### src/rtl/code_lock_fsm.sv
// rtl/code_lock_fsm.sv - code lock sequencer fed by the 2-bit symbol comparator
// Tracks key position, unlock window, failed-attempt count and timed alarm lockout.
module code_lock_fsm #(
  parameter int CODE_LEN       = 4,
  parameter int MAX_FAILS      = 3,
  parameter int UNLOCK_CYCLES  = 8,
  parameter int LOCKOUT_CYCLES = 16
) (
  input  logic                           clk,
  input  logic                           rst,
  input  logic                           digit_valid,
  input  logic                           match,
  input  logic                           relock,
  output logic [$clog2(CODE_LEN)-1:0]    key_idx,
  output logic                           unlocked,
  output logic                           alarm,
  output logic [$clog2(MAX_FAILS+1)-1:0] fail_cnt
);

  localparam int KW   = $clog2(CODE_LEN);
  localparam int FW   = $clog2(MAX_FAILS + 1);
  localparam int TMAX = (UNLOCK_CYCLES > LOCKOUT_CYCLES) ? UNLOCK_CYCLES : LOCKOUT_CYCLES;
  localparam int TW   = (TMAX > 1) ? $clog2(TMAX) : 1;

  typedef enum logic [1:0] {
    ENTRY    = 2'd0,
    UNLOCKED = 2'd1,
    LOCKOUT  = 2'd2
  } state_t;

  state_t        state;
  logic [TW-1:0] timer;

  always_ff @(posedge clk) begin
    if (rst) begin
      state    <= ENTRY;
      key_idx  <= '0;
      unlocked <= 1'b0;
      alarm    <= 1'b0;
      fail_cnt <= '0;
      timer    <= '0;
    end else begin
      case (state)
        ENTRY: begin
          if (digit_valid) begin
            if (match) begin
              if (key_idx == KW'(CODE_LEN - 1)) begin
                state    <= UNLOCKED;
                key_idx  <= '0;
                fail_cnt <= '0;
                timer    <= TW'(UNLOCK_CYCLES - 1);
                unlocked <= 1'b1;
              end else begin
                key_idx <= key_idx + 1'b1;
              end
            end else begin
              // A mismatch anywhere in the sequence restarts the attempt.
              key_idx <= '0;
              if (fail_cnt == FW'(MAX_FAILS - 1)) begin
                state    <= LOCKOUT;
                fail_cnt <= '0;
                timer    <= TW'(LOCKOUT_CYCLES - 1);
                alarm    <= 1'b1;
              end else begin
                fail_cnt <= fail_cnt + 1'b1;
              end
            end
          end
        end
        UNLOCKED: begin
          if (relock || timer == '0) begin
            state    <= ENTRY;
            unlocked <= 1'b0;
            timer    <= '0;
          end else begin
            timer <= timer - 1'b1;
          end
        end
        LOCKOUT: begin
          if (timer == '0) begin
            state <= ENTRY;
            alarm <= 1'b0;
          end else begin
            timer <= timer - 1'b1;
          end
        end
        default: begin
          state    <= ENTRY;
          key_idx  <= '0;
          unlocked <= 1'b0;
          alarm    <= 1'b0;
          fail_cnt <= '0;
          timer    <= '0;
        end
      endcase
    end
  end

endmodule

### config.mk
export PLATFORM = sky130hd
export DESIGN_NAME = code_lock_fsm
export DESIGN_NICKNAME = d
export VERILOG_FILES = /design/src/rtl/code_lock_fsm.sv
export SDC_FILE = /design/constraint.sdc
export NUM_CORES = 1
export LEC_CHECK = 0
export CAP_MARGIN = 10
export CORE_UTILIZATION = 35
export DETAILED_ROUTE_END_ITERATION = 6
export PLACE_DENSITY = 0.67
export SETUP_SLACK_MARGIN = 0.5
export SLEW_MARGIN = 40
export SYNTH_ARGS = -nofsm -noshare
export SYNTH_HDL_FRONTEND = slang
export SYNTH_SLANG_ARGS = --single-unit
### constraint.sdc
create_clock -name clk -period 1.45 [get_ports clk]
set_input_delay 0.2175 -clock clk [delete_from_list [all_inputs] [get_ports clk]]
set_output_delay 0.2175 -clock clk [all_outputs]
set_load 0.01 [all_outputs]
# After elaboration in Yosys (flattened, before gate mapping)
# Index checks and enable logic that the tools add are counted.
[word_totals]
out_inout_bits = 6
ff_bits = 12
word_cells = 69
[op_classes]
n_eq_ne = 14
bitwise_logic = 3
addsub = 3
reduce_logical = 10
mux = 33
[op_table]
columns = ["op", "n"]
rows = [
  ["$mux W2", 13],
  ["$mux W4", 6],
  ["$ne A2 B2 Y1 const B", 8],
  ["$reduce_and A5 Y1", 3],
  ["$pmux W4 S3", 1],
  ["$mux W1", 8],
  ["$pmux W2 S2", 2],
  ["$eq A2 B2 Y1 const B", 3],
  ["$ne A3 B3 Y1 const B", 2],
  ["$pmux W1 S3", 2],
  ["$pmux W2 S3", 1],
  ["$add A2 B1 Y2 const B", 2],
  ["$logic_not A4 Y1", 1],
  ["$reduce_and A4 Y1", 1],
  ["$sub A4 B1 Y4 const B", 1],
  ["$not A1 Y1", 3],
  ["$reduce_and A3 Y1", 1],
  ["$eq A2 B1 Y1 const B", 1],
  ["$logic_not A2 Y1", 1],
  ["$reduce_and A2 Y1", 1],
  ["$reduce_or A2 Y1", 1],
  ["$logic_or A1 B1 Y1", 1],
]

# Depth between registers and ports, before layout
# Gate-level depths: netlist of run 1.
[depth]
ltp_word = 5
depth_mapped = 7
ltp_nobuf = 6

# Least setup slack after synthesis of run 1
# OpenSTA, ideal clock, no wires.
[synth_path]
kind = "flip-flop to flip-flop"
start = "register timer[0]"
end = "register timer[0]"
arrival_time_ns = 1.473
path_stages_with_launch = 7
period_less_slack_ns = 1.607
path_buffers = 0
setup_time_ns = 0.133
path_slack_ns = -0.157
t_required_ns = 1.317
cell_sequence = "dfxtp_1 inv_1 ha_1 or3b_4 a311o_2 nand3b_1 a21oi_1"
[synth_via]
elab_chain_len = 4
elab_cells_between_ends = 8
[synth_lines]
columns = ["item", "line", "text"]
rows = [
  ["start, declared", "32", "logic [TW-1:0] timer;"],
  ["start signal, assigned", "51", "timer <= TW'(UNLOCK_CYCLES - 1);"],
  ["start signal, assigned", "62", "timer <= TW'(LOCKOUT_CYCLES - 1);"],
  ["start signal, assigned", "76", "timer <= timer - 1'b1;"],
  ["branches (longest 4 deep; another with $sub A4 B1 Y4)", "n/a", ""],
]
# Parallel ways; which one is timed is not known. The select of a mux whose other input is x is not followed.
# A chain may end at the register's enable or synchronous reset.

# Worst setup path after layout of run 1
[layout_path]
start = "register timer[0]"
end = "register timer[3]"
# Same word-level chain as after synthesis.

==> impl_metrics.ini, run 1 <==
[worst_hold_path]
hold_depth = 3
min_from = match
hp-class = in -> reg
hold_path_end = key_idx[1]

[die]
dieArea_um2 = 2460
io_pins = 11
die_w_um = 49.6
rows = 16
core-area_um2 = 2040
die_y_um = 49.6
start_util_pct = 38.9

[critical_path]
critical_path.startpoint_type = register
critPathKind = reg -> reg
path_cells = inv_2 > ha_4 > or3b_4 > a21oi_4 > o21ai_2 > a22o_2
max_stage_delay_ns = 0.43
cp_max_fo = 5
slowest_stage = or3b_4
regToRegSetupSlack_ns = -0.11
crit_required_ns = 1.64
end_kind = register
r2r_cells = 6
timing.rr.start = timer[0]
worstPathArrival_ns = 1.75
timing.rr.end = timer[3]

[cts]
cts_buffer_depth = 2
clk_latency_ns = 0.29
cts_root_buffer = clkbuf_4
cts.sinks = 12
cts_tree = built
path_clk_slew_ns = 0.09
htreeDepth = 1
cts_hold_buf = 0
cts_buffers = 3

[timing]
setup_violations = 7
rsz0062_at_grt = yes
fmax_mhz = 639
fin_crit_sh_pct = 108
hold_slack_ns = 0.381
finalClockSkew_ns = 0.00699
final_max_slew_viol_count = 0
worst_slack_ns = -0.114
finalHoldViolations = 0
fin_crit_ns = 1.56
slew_headroom_pct = 74.9
tightest_slew_ns = 0.377

[detailed_routing]
drt_wl_total_mm = 2.62
drc = 0
drtIter0Drc = 30
drtPass1Iterations = 4
drtAntennaViolNets = 0
via_per_inst = 5.47
vias = 914
wl_per_cell_um = 15.7

[place]
portBuffers = 10
dpl.hpwl_mm = 1.52
gp_congestion = 0.811
place_ws_ns = -0.255

[final_layout]
layout.nets = 152
final_common_cell = buf_4
mostFrequentLayoutCells = 28 x buf_4, 15 x buf_6, 8 x dfxtp_2
area_growth_pct = 87.1
utilization_pct = 72.8
diodes = 0
fill_cells = 145
drive_gt1_share_pct = 67.9

[synth]
synth_mux_area_share_pct = 0
synth_top_family_by_area = compound AO/OA/AOI/OAI gates
ys_top_cells_by_area = dfxtp_1 30%, ha_1 9.4%, inv_1 4.7%
ys_ff_latch = 12
synthSimpleGateAreaFrac_pct = 25.2
synth_area_per_cell_um2 = 8.64
synthAdderAreaFrac_pct = 9.45
ys_types = 35
synthArstFlopShare_pct = 0
yosys.area_share.xor_xnor_pct = 2.20
synth.largest_area_cell = dfxtp_1
synthFlopType = dfxtp_1
synth_compound_area_share_pct = 26.6
syn-cell-area_um2 = 795
syn_nets = 103
synth_edf_count = 0
ys_warn_count = 0
syn_inst = 92
synth.yosys.seq_area_share_pct = 30.2
synth.top_cell.area_share_pct = 30.2

[power]
seq_power_share_pct = 43.7
clkPwrFrac_pct = 36.2
sw_frac_of_total_pct = 26.8
p_per_area_nw_per_um2 = 527
intPower_uw = 573
power_switching_uw = 210
p_leak_uw = 0.000578
comb_power_share_pct = 20.1
vdd_drop_max_mv = 0.439

[run]
cap_viol_max_count = 0

[outcome]
run_status = finished with violations
violations = setup timing

[grt]
grt_overflow = 0
grt_pass1_wl_mm = 4.02
grt_pass1_vias = 926
grt_max_degree = 9
antenna_found_initial = 0
grtUsageTotal_pct = 21.9
metrics by stage:
stage / cells / power [uW] / instance area (um^2) / setup TNS [ns]
global route: 167 / 809 / 1490 / -0.957
detailed placement: 150 / 458 / 1130 / -2.03
floorplan: 92 / 402 / 837 / -0.0943
finish: 167 / 783 / 1490 / -0.478
CTS: 162 / 757 / 1390 / -0.390
global placement: 150 / 456 / 1130 / -1.71
cells by family after synthesis:
kind of cell	Yosys count
AO/OA/AOI/OAI	27
XOR/XNOR	2
adder cells (fa/ha/maj)	6
buffers and inverters	13
flip-flops	12
AND/OR/NAND/NOR	32
repair_timing:
item	in CTS	in global routing
setup buffers	8	5
setup endpoints to repair	18	18
pin swaps	10	4
resized for setup	69	16
synthesized netlist by cell type, drive strengths merged, types with 3 or more instances:
| cell type | number |
|---|---|
| dfxtp | 12 |
| inv | 10 |
| a21oi | 7 |
| o21ai | 7 |
| ha | 6 |
| nand2 | 4 |
| nand2b | 4 |
| nor2 | 4 |
| nor2b | 4 |
| nor3 | 4 |
| nand3 | 3 |
worst max-delay path by stage:
stage	start	end	slack, ns	cells past startpoint
global route	timer[1]	timer[1]	-0.17	6
finish	timer[0]	timer[3]	-0.11	6
floorplan	timer[0]	timer[0]	-0.03	6
global placement	match	timer[2]	-0.22	5
CTS	timer[0]	timer[0]	-0.10	6
detailed placement	match	fail_cnt[1]	-0.25	6
area by class of cell:
class                      instances  area [um^2]  share of cell area [%]
tap                               27         33.8                    2.27
sequential                        12          258                    17.3
clock buffer                       4         36.3                    2.44
inverter                          10         42.5                    2.86
multi-input combinational         67          699                    47.1
timing repair buffer              47          417                    28.0
worst max-delay path, delay by kind of cell (launching register included):
| kind | cells | cell delay [ns] |
|---|---|---|
| adders and majority gates | 1 | 0.13 |
| AOI/OAI and AO/OA | 3 | 0.51 |
| and+or+nand+nor | 1 | 0.43 |
| buffers and inverters | 1 | 0.07 |
| DFF | 1 | 0.33 |
state kept, by name, indices dropped and copies added (netlist names):
name,flops
key_idx,2
alarm,1
timer,4
fail_cnt,2
state,2
unlocked,1
layer usage:
metal | part of all wire [%] | global-route usage, % | vias to the layer above
met5 | 0 | 0 | -
met4 | 3.6 | 17.1 | 0
met3 | 3.7 | 3.09 | 10
met2 | 52 | 39.6 | 27
met1 | 40 | 22.1 | 442
li1 | - | - | 435
power groups by stage:
stage	clock network, uW	logic (uW)	registers (uW)
2_1_floorplan	0	49.1	353
3_3_place_gp	0	106	350
3_5_place_dp	0	108	350
4_1_cts	281	133	344
5_1_grt	300	166	343
6_report	284	157	342
Note: power is estimated with default switching activity, not from simulation.
==> run 2, diff against run 1 <==
--- a/config.mk
+++ b/config.mk
@@ -6,9 +6,11 @@
 export NUM_CORES = 1
 export LEC_CHECK = 0
 export CAP_MARGIN = 10
+export CELL_PAD_IN_SITES_DETAIL_PLACEMENT = 0
+export CELL_PAD_IN_SITES_GLOBAL_PLACEMENT = 1
 export CORE_UTILIZATION = 35
 export DETAILED_ROUTE_END_ITERATION = 6
-export PLACE_DENSITY = 0.67
+export PLACE_DENSITY = 0.82
 export SETUP_SLACK_MARGIN = 0.5
 export SLEW_MARGIN = 40
 export SYNTH_ARGS = -nofsm -noshare
==> run 2 against run 1 <==
Net effect:
- worst setup slack better by 0.019 ns
- the run still ends with setup timing left
- final area down 9.9%
- register-to-register slack better by 0.02 ns
- sequential share of layout area up 1.5 points
- global-route usage down 2.9 points
- clock-buffer cell count unchanged
- final cell count down 3.0%
- via count down 7.3%
==> impl_metrics.ini, run 2 (synthesis gave the netlist of run 1 again) <==
[power]
p_per_area_nw_per_um2 = 558
vdd_drop_max_mv = 0.352
clkPwrFrac_pct = 35.9
intPower_uw = 568
p_leak_uw = 0.000540
sw_frac_of_total_pct = 24.0
power_switching_uw = 180
comb_power_share_pct = 18.2
seq_power_share_pct = 45.9

[critical_path]
critical_path.startpoint_type = register
worstSetupStartpoint = timer[1]
end_kind = register
r2r_cells = 6
crit_family = simple AND/OR/NAND/NOR gates
crit_required_ns = 1.62
timing.rr.start = timer[1]
worstPathArrival_ns = 1.71
path_cells = inv_2 > ha_4 > or3b_4 > a311o_2 > nand3b_1 > a21oi_2
slowest_stage = or3b_4
regToRegSetupSlack_ns = -0.1
crit_end = timer[1]
cp_num_buf_inv = 1
timing.rr.end = timer[1]
max_stage_delay_ns = 0.42
cp_max_fo = 5
critPathKind = reg -> reg
cp_num_cells = 6

[detailed_routing]
drtIter0Drc = 15
drtAntennaViolNets = 0
vias = 847
drt_wl_total_mm = 2.13
drc = 0
drtPass1Iterations = 4
wl_per_cell_um = 13.1
via_per_inst = 5.23

[timing]
finalClockSkew_ns = 0.00249
tightest_slew_ns = 0.336
rsz0062_at_grt = yes
fin_crit_sh_pct = 107
final_max_slew_viol_count = 0
slew_headroom_pct = 77.6
setup_violations = 8
fmax_mhz = 647
fin_crit_ns = 1.55
worst_slack_ns = -0.0952
tns_ns = -0.425
finalHoldViolations = 0

[grt]
grt_pass1_vias = 840
grt_pass1_wl_mm = 3.56
grtUsageTotal_pct = 18.9
grt_max_degree = 9
antenna_found_initial = 0
grt_overflow = 0

[final_layout]
diodes = 0
regMostFlops = timer
fill_cells = 170
layout.nets = 147
area_growth_pct = 68.5
final_common_cell = buf_4
drive_gt1_share_pct = 59.3
final_area_um2 = 1340
mostFrequentLayoutCells = 25 x buf_4, 13 x buf_6, 10 x dfxtp_2
largest_reg_flops = 4

[die]
die_y_um = 49.6
rows = 16
io_pins = 11
dieArea_um2 = 2460
core-area_um2 = 2040
start_util_pct = 38.9
die_w_um = 49.6

[cts]
cts_root_buffer = clkbuf_4
cts.sinks = 12
cts_buffers = 3
cts_tree = built
cts_buffer_depth = 2
htreeDepth = 1
cts_hold_buf = 0
path_clk_slew_ns = 0.08
clk_latency_ns = 0.27

[place]
dpl.hpwl_mm = 1.57
portBuffers = 10
placed_area_um2 = 1150
place_ws_ns = -0.290
gp_congestion = 0.771

[outcome]
run_status = finished with violations
violations = setup timing

[worst_hold_path]
hp-class = reg -> reg

[run]
cap_viol_max_count = 0
==> run 2: cell count changes in the layout (fill, tap and decap cells not counted), moves of 2 or more <==
cell | before | now
buf_4 | 28 | 25
o21ai_2 | 3 | 0
buf_6 | 15 | 13
clkdlybuf4s50_1 | 2 | 4
dfxtp_2 | 8 | 10
dfxtp_4 | 2 | 0
dlygate4sd2_1 | 2 | 0
o21ai_0 | 2 | 4
==> run 2: area by class of cell <==
class                           instances  area (um^2)  share of cell area (%)
Inverter                               10         40.0                    2.99
Sequential cell                        12          253                    18.9
Multi-Input combinational cell         67          602                    45.0
Tap cell                               27         33.8                    2.52
Timing Repair Buffer                   42          374                    27.9
Clock buffer                            4         36.3                    2.71
==> run 2: power by group through the flow <==
stage          Combinational [uW]  Sequential, uW  Clock [uW]
3_5_place_dp                  114             350           0
6_report                      136             343         268
2_1_floorplan                49.1             353           0
5_1_grt                       148             344         294
4_1_cts                       132             343         283
3_3_place_gp                  110             350           0
==> run 2: metrics by stage <==
stage	hold slack [ns]	cells	utilization, %	total power, uW
after CTS	0.476	160	63.7	758
after detailed placement	0.463	153	56.6	464
after floorplan	0.369	92	-	402
after global routing	0.511	162	65.6	786
after global placement	0.467	153	56.6	460
final	0.481	162	65.6	748
==> run 2: per-layer routing <==
layer	routed length (um)	GRT usage, %	up-vias
li1	-	-	424
met3	54	4.01	4
met5	0	0	-
met1	972	24.0	406
met2	1070	30.2	13
met4	28	9.05	0
==> run 2: worst register-to-register path: stages, from the launching register on <==
cell	delay, ns
dfxtp_2	0.33
inv_2	0.06
ha_4	0.13
or3b_4	0.42
a311o_2	0.34
nand3b_1	0.10
a21oi_2	0.05
==> run 2: how the worst min path moves through the flow <==
stage / from / end / slack (ns) / cells past startpoint
detailed placement: alarm / alarm / 0.46 / 2
finish: alarm / alarm / 0.48 / 2
global placement: alarm / alarm / 0.47 / 2
CTS: alarm / alarm / 0.48 / 2
floorplan: match / key_idx[1] / 0.37 / 2
global route: alarm / alarm / 0.51 / 2
==> run 2: repair_timing <==
item	CTS	global route
resized for setup	51	8
setup buffers	3	2
pin swaps	2	1
endpoints found under the setup margin	18	18
==> run 3, diff against run 2 <==
--- a/config.mk
+++ b/config.mk
@@ -5,12 +5,13 @@
 export SDC_FILE = /design/constraint.sdc
 export NUM_CORES = 1
 export LEC_CHECK = 0
+export ABC_AREA = 1
 export CAP_MARGIN = 10
 export CELL_PAD_IN_SITES_DETAIL_PLACEMENT = 0
 export CELL_PAD_IN_SITES_GLOBAL_PLACEMENT = 1
-export CORE_UTILIZATION = 35
+export CORE_UTILIZATION = 34
 export DETAILED_ROUTE_END_ITERATION = 6
-export PLACE_DENSITY = 0.82
+export PLACE_DENSITY = 0.83
 export SETUP_SLACK_MARGIN = 0.5
 export SLEW_MARGIN = 40
 export SYNTH_ARGS = -nofsm -noshare
==> run 3 against run 2 <==
Net effect:
- the run now ends clean
- non-clock buffer count shrank 15
- area after synthesis is 0.16% lower
- final cell count grew 5.6%
- flip-flop and latch count did not move
- worst hold slack got worse by 0.023 ns
- clock-buffer cell count is the same
- clock skew increased by 0.0061 ns
- maximum frequency increased by 16%
- global-route usage decreased by 2.4 points
- synthesized cell count up 23%
- critical path type unchanged
- highest routed layer unchanged
==> impl_metrics.ini, run 3 <==
[outcome]
run_status = complete, no violations

[critical_path]
cp_max_fo = 8
critPathKind = reg -> reg
crit_required_ns = 1.66
critical_path.startpoint_type = register
worstPathArrival_ns = 1.54
end_kind = register

[final_layout]
final_common_cell = nand2_1
fill_cells = 200
layout.nets = 155
drive_gt1_share_pct = 52.4
mostFrequentLayoutCells = 23 x nand2_1, 13 x inv_1, 13 x buf_4
area_growth_pct = 59.0
utilization_pct = 57.0
diodes = 0
largest_reg_flops = 4
regMostFlops = timer
final_area_um2 = 1260

[grt]
grt_pass1_vias = 731
grt_overflow = 0
grt_max_degree = 9
grt_pass1_wl_mm = 3.14
grt_use_met2_pct = 26.4
grt_use_met1_pct = 21.2
gr-max-usage-layer = met2
antenna_found_initial = 0
met3_usage_pct = 3.03
grtUsageTotal_pct = 16.6

[die]
die_y_um = 50.3
dieArea_um2 = 2530
io_pins = 11
start_util_pct = 35.9
die_w_um = 50.3
rows = 17
core-area_um2 = 2210

[detailed_routing]
drtIter0Drc = 14
drc = 0
via_per_inst = 4.73
wl_per_cell_um = 11.5
drtPass1Iterations = 4
drtAntennaViolNets = 0
drt_wl_total_mm = 1.97
vias = 808

[power]
vdd_drop_max_mv = 1.46
p_leak_uw = 0.000538
p_per_area_nw_per_um2 = 2600

[timing]
finalHoldViolations = 0
final_max_slew_viol_count = 0
fmax_mhz = 750
worst_slack_ns = 0.116
setup_violations = 0
finalClockSkew_ns = 0.00857
slew_headroom_pct = 82.7
tightest_slew_ns = 0.258
tns_ns = 0
fin_crit_ns = 1.33
rsz0062_at_grt = yes
fin_crit_sh_pct = 92.0

[synth]
yosys.area_share.xor_xnor_pct = 2.21
synth.most_common_cell = nand2_1
syn_nets = 124
synth_top_family_by_area = simple AND/OR/NAND/NOR gates
ys_warn_count = 0
netlist_top_cells_count = 29 x nand2_1, 18 x inv_1, 12 x dfxtp_1
ys_top_cells_by_area = dfxtp_1 30%, nand2_1 14%, ha_1 9.5%
synth_area_per_cell_um2 = 7.02
syn-cell-area_um2 = 793
synthArstFlopShare_pct = 0
synth.top_cell.area_share_pct = 30.3
syn_inst = 113
synth_edf_count = 0
synthAdderAreaFrac_pct = 9.46
synth_compound_area_share_pct = 14.2
synthFlopType = dfxtp_1
synth_mux_area_share_pct = 0
synth.largest_area_cell = dfxtp_1
synth.yosys.seq_area_share_pct = 30.3
ys_types = 23
ys_ff_latch = 12
synthSimpleGateAreaFrac_pct = 34.4

[cts]
path_clk_slew_ns = 0.08
cts.sinks = 12
cts_tree = built
cts_buffer_depth = 2
clk_latency_ns = 0.28
cts_root_buffer = clkbuf_4
htreeDepth = 1
cts_buffers = 3

[place]
placed_area_um2 = 1000
place_ws_ns = -0.0898
dpl.hpwl_mm = 1.33
gp_congestion = 0.787
portBuffers = 10

[worst_hold_path]
hp-class = reg -> reg

[run]
cap_viol_max_count = 0
run 3: stage by stage:
step / power, uW / hold slack [ns] / cells
2_1_floorplan: 1980 / 0.399 / 113
6_report: 3280 / 0.458 / 171
3_3_place_gp: 2380 / 0.437 / 153
3_5_place_dp: 2400 / 0.438 / 153
5_1_grt: 3570 / 0.484 / 171
4_1_cts: 2840 / 0.455 / 163
run 3: timing repair:
| action | CTS | global route |
|---|---|---|
| hold buffers | 0 | 0 |
| gates resized for setup | 36 | 31 |
| pin swaps | 4 | 7 |
| setup endpoints to repair | 18 | 18 |
| buffers inserted | 6 | 8 |
run 3: critical path, cell delays in order, from the launching register on:
cell	delay, ns
dfxtp_4	0.38
inv_4	0.05
ha_4	0.19
inv_4	0.07
nor2_4	0.04
nand2_2	0.07
nand2_2	0.07
nor3_4	0.16
nand2_1	0.11
a21oi_2	0.13
run 3: path summary, 6_finish.rpt:
check | startpoint | to | slack [ns] | cells past startpoint
max reg2reg | state[0] | timer[2] | 0.12 | 9
min | alarm | alarm | 0.46 | 2
max | state[0] | timer[2] | 0.12 | 9
min reg2reg | alarm | alarm | 0.46 | 2
run 3: metal layers:
metal  wire length, um  up-vias
met4                12        0
met3                78        2
li1                  -      422
met2               993       16
met1               887      368
met5                 0        -
run 3: kinds of logic (layout without fill, tap and decap cells):
logic type      Yosys count  after routing
flops                    12             12
fa+ha+maj                 6              6
xor+xnor                  2              2
buf+inv                  20             50
compound gates           19             19
simple gates             54             54
run 3: layout make-up:
class	instances	area [um^2]	area share (%)
multi-input cells	81	601	47.6
well taps	28	35.0	2.78
clock buffers	4	36.3	2.88
inverters	19	81.3	6.45
repair buffers	27	250	19.8
flip-flops and latches	12	258	20.4
run 3: power breakdown:
part	switching, uW	total, uW	leakage, uW	internal (uW)
clock network	119	272	0.0000210	153
registers	150	659	0.000103	509
logic	1250	2350	0.000414	1100
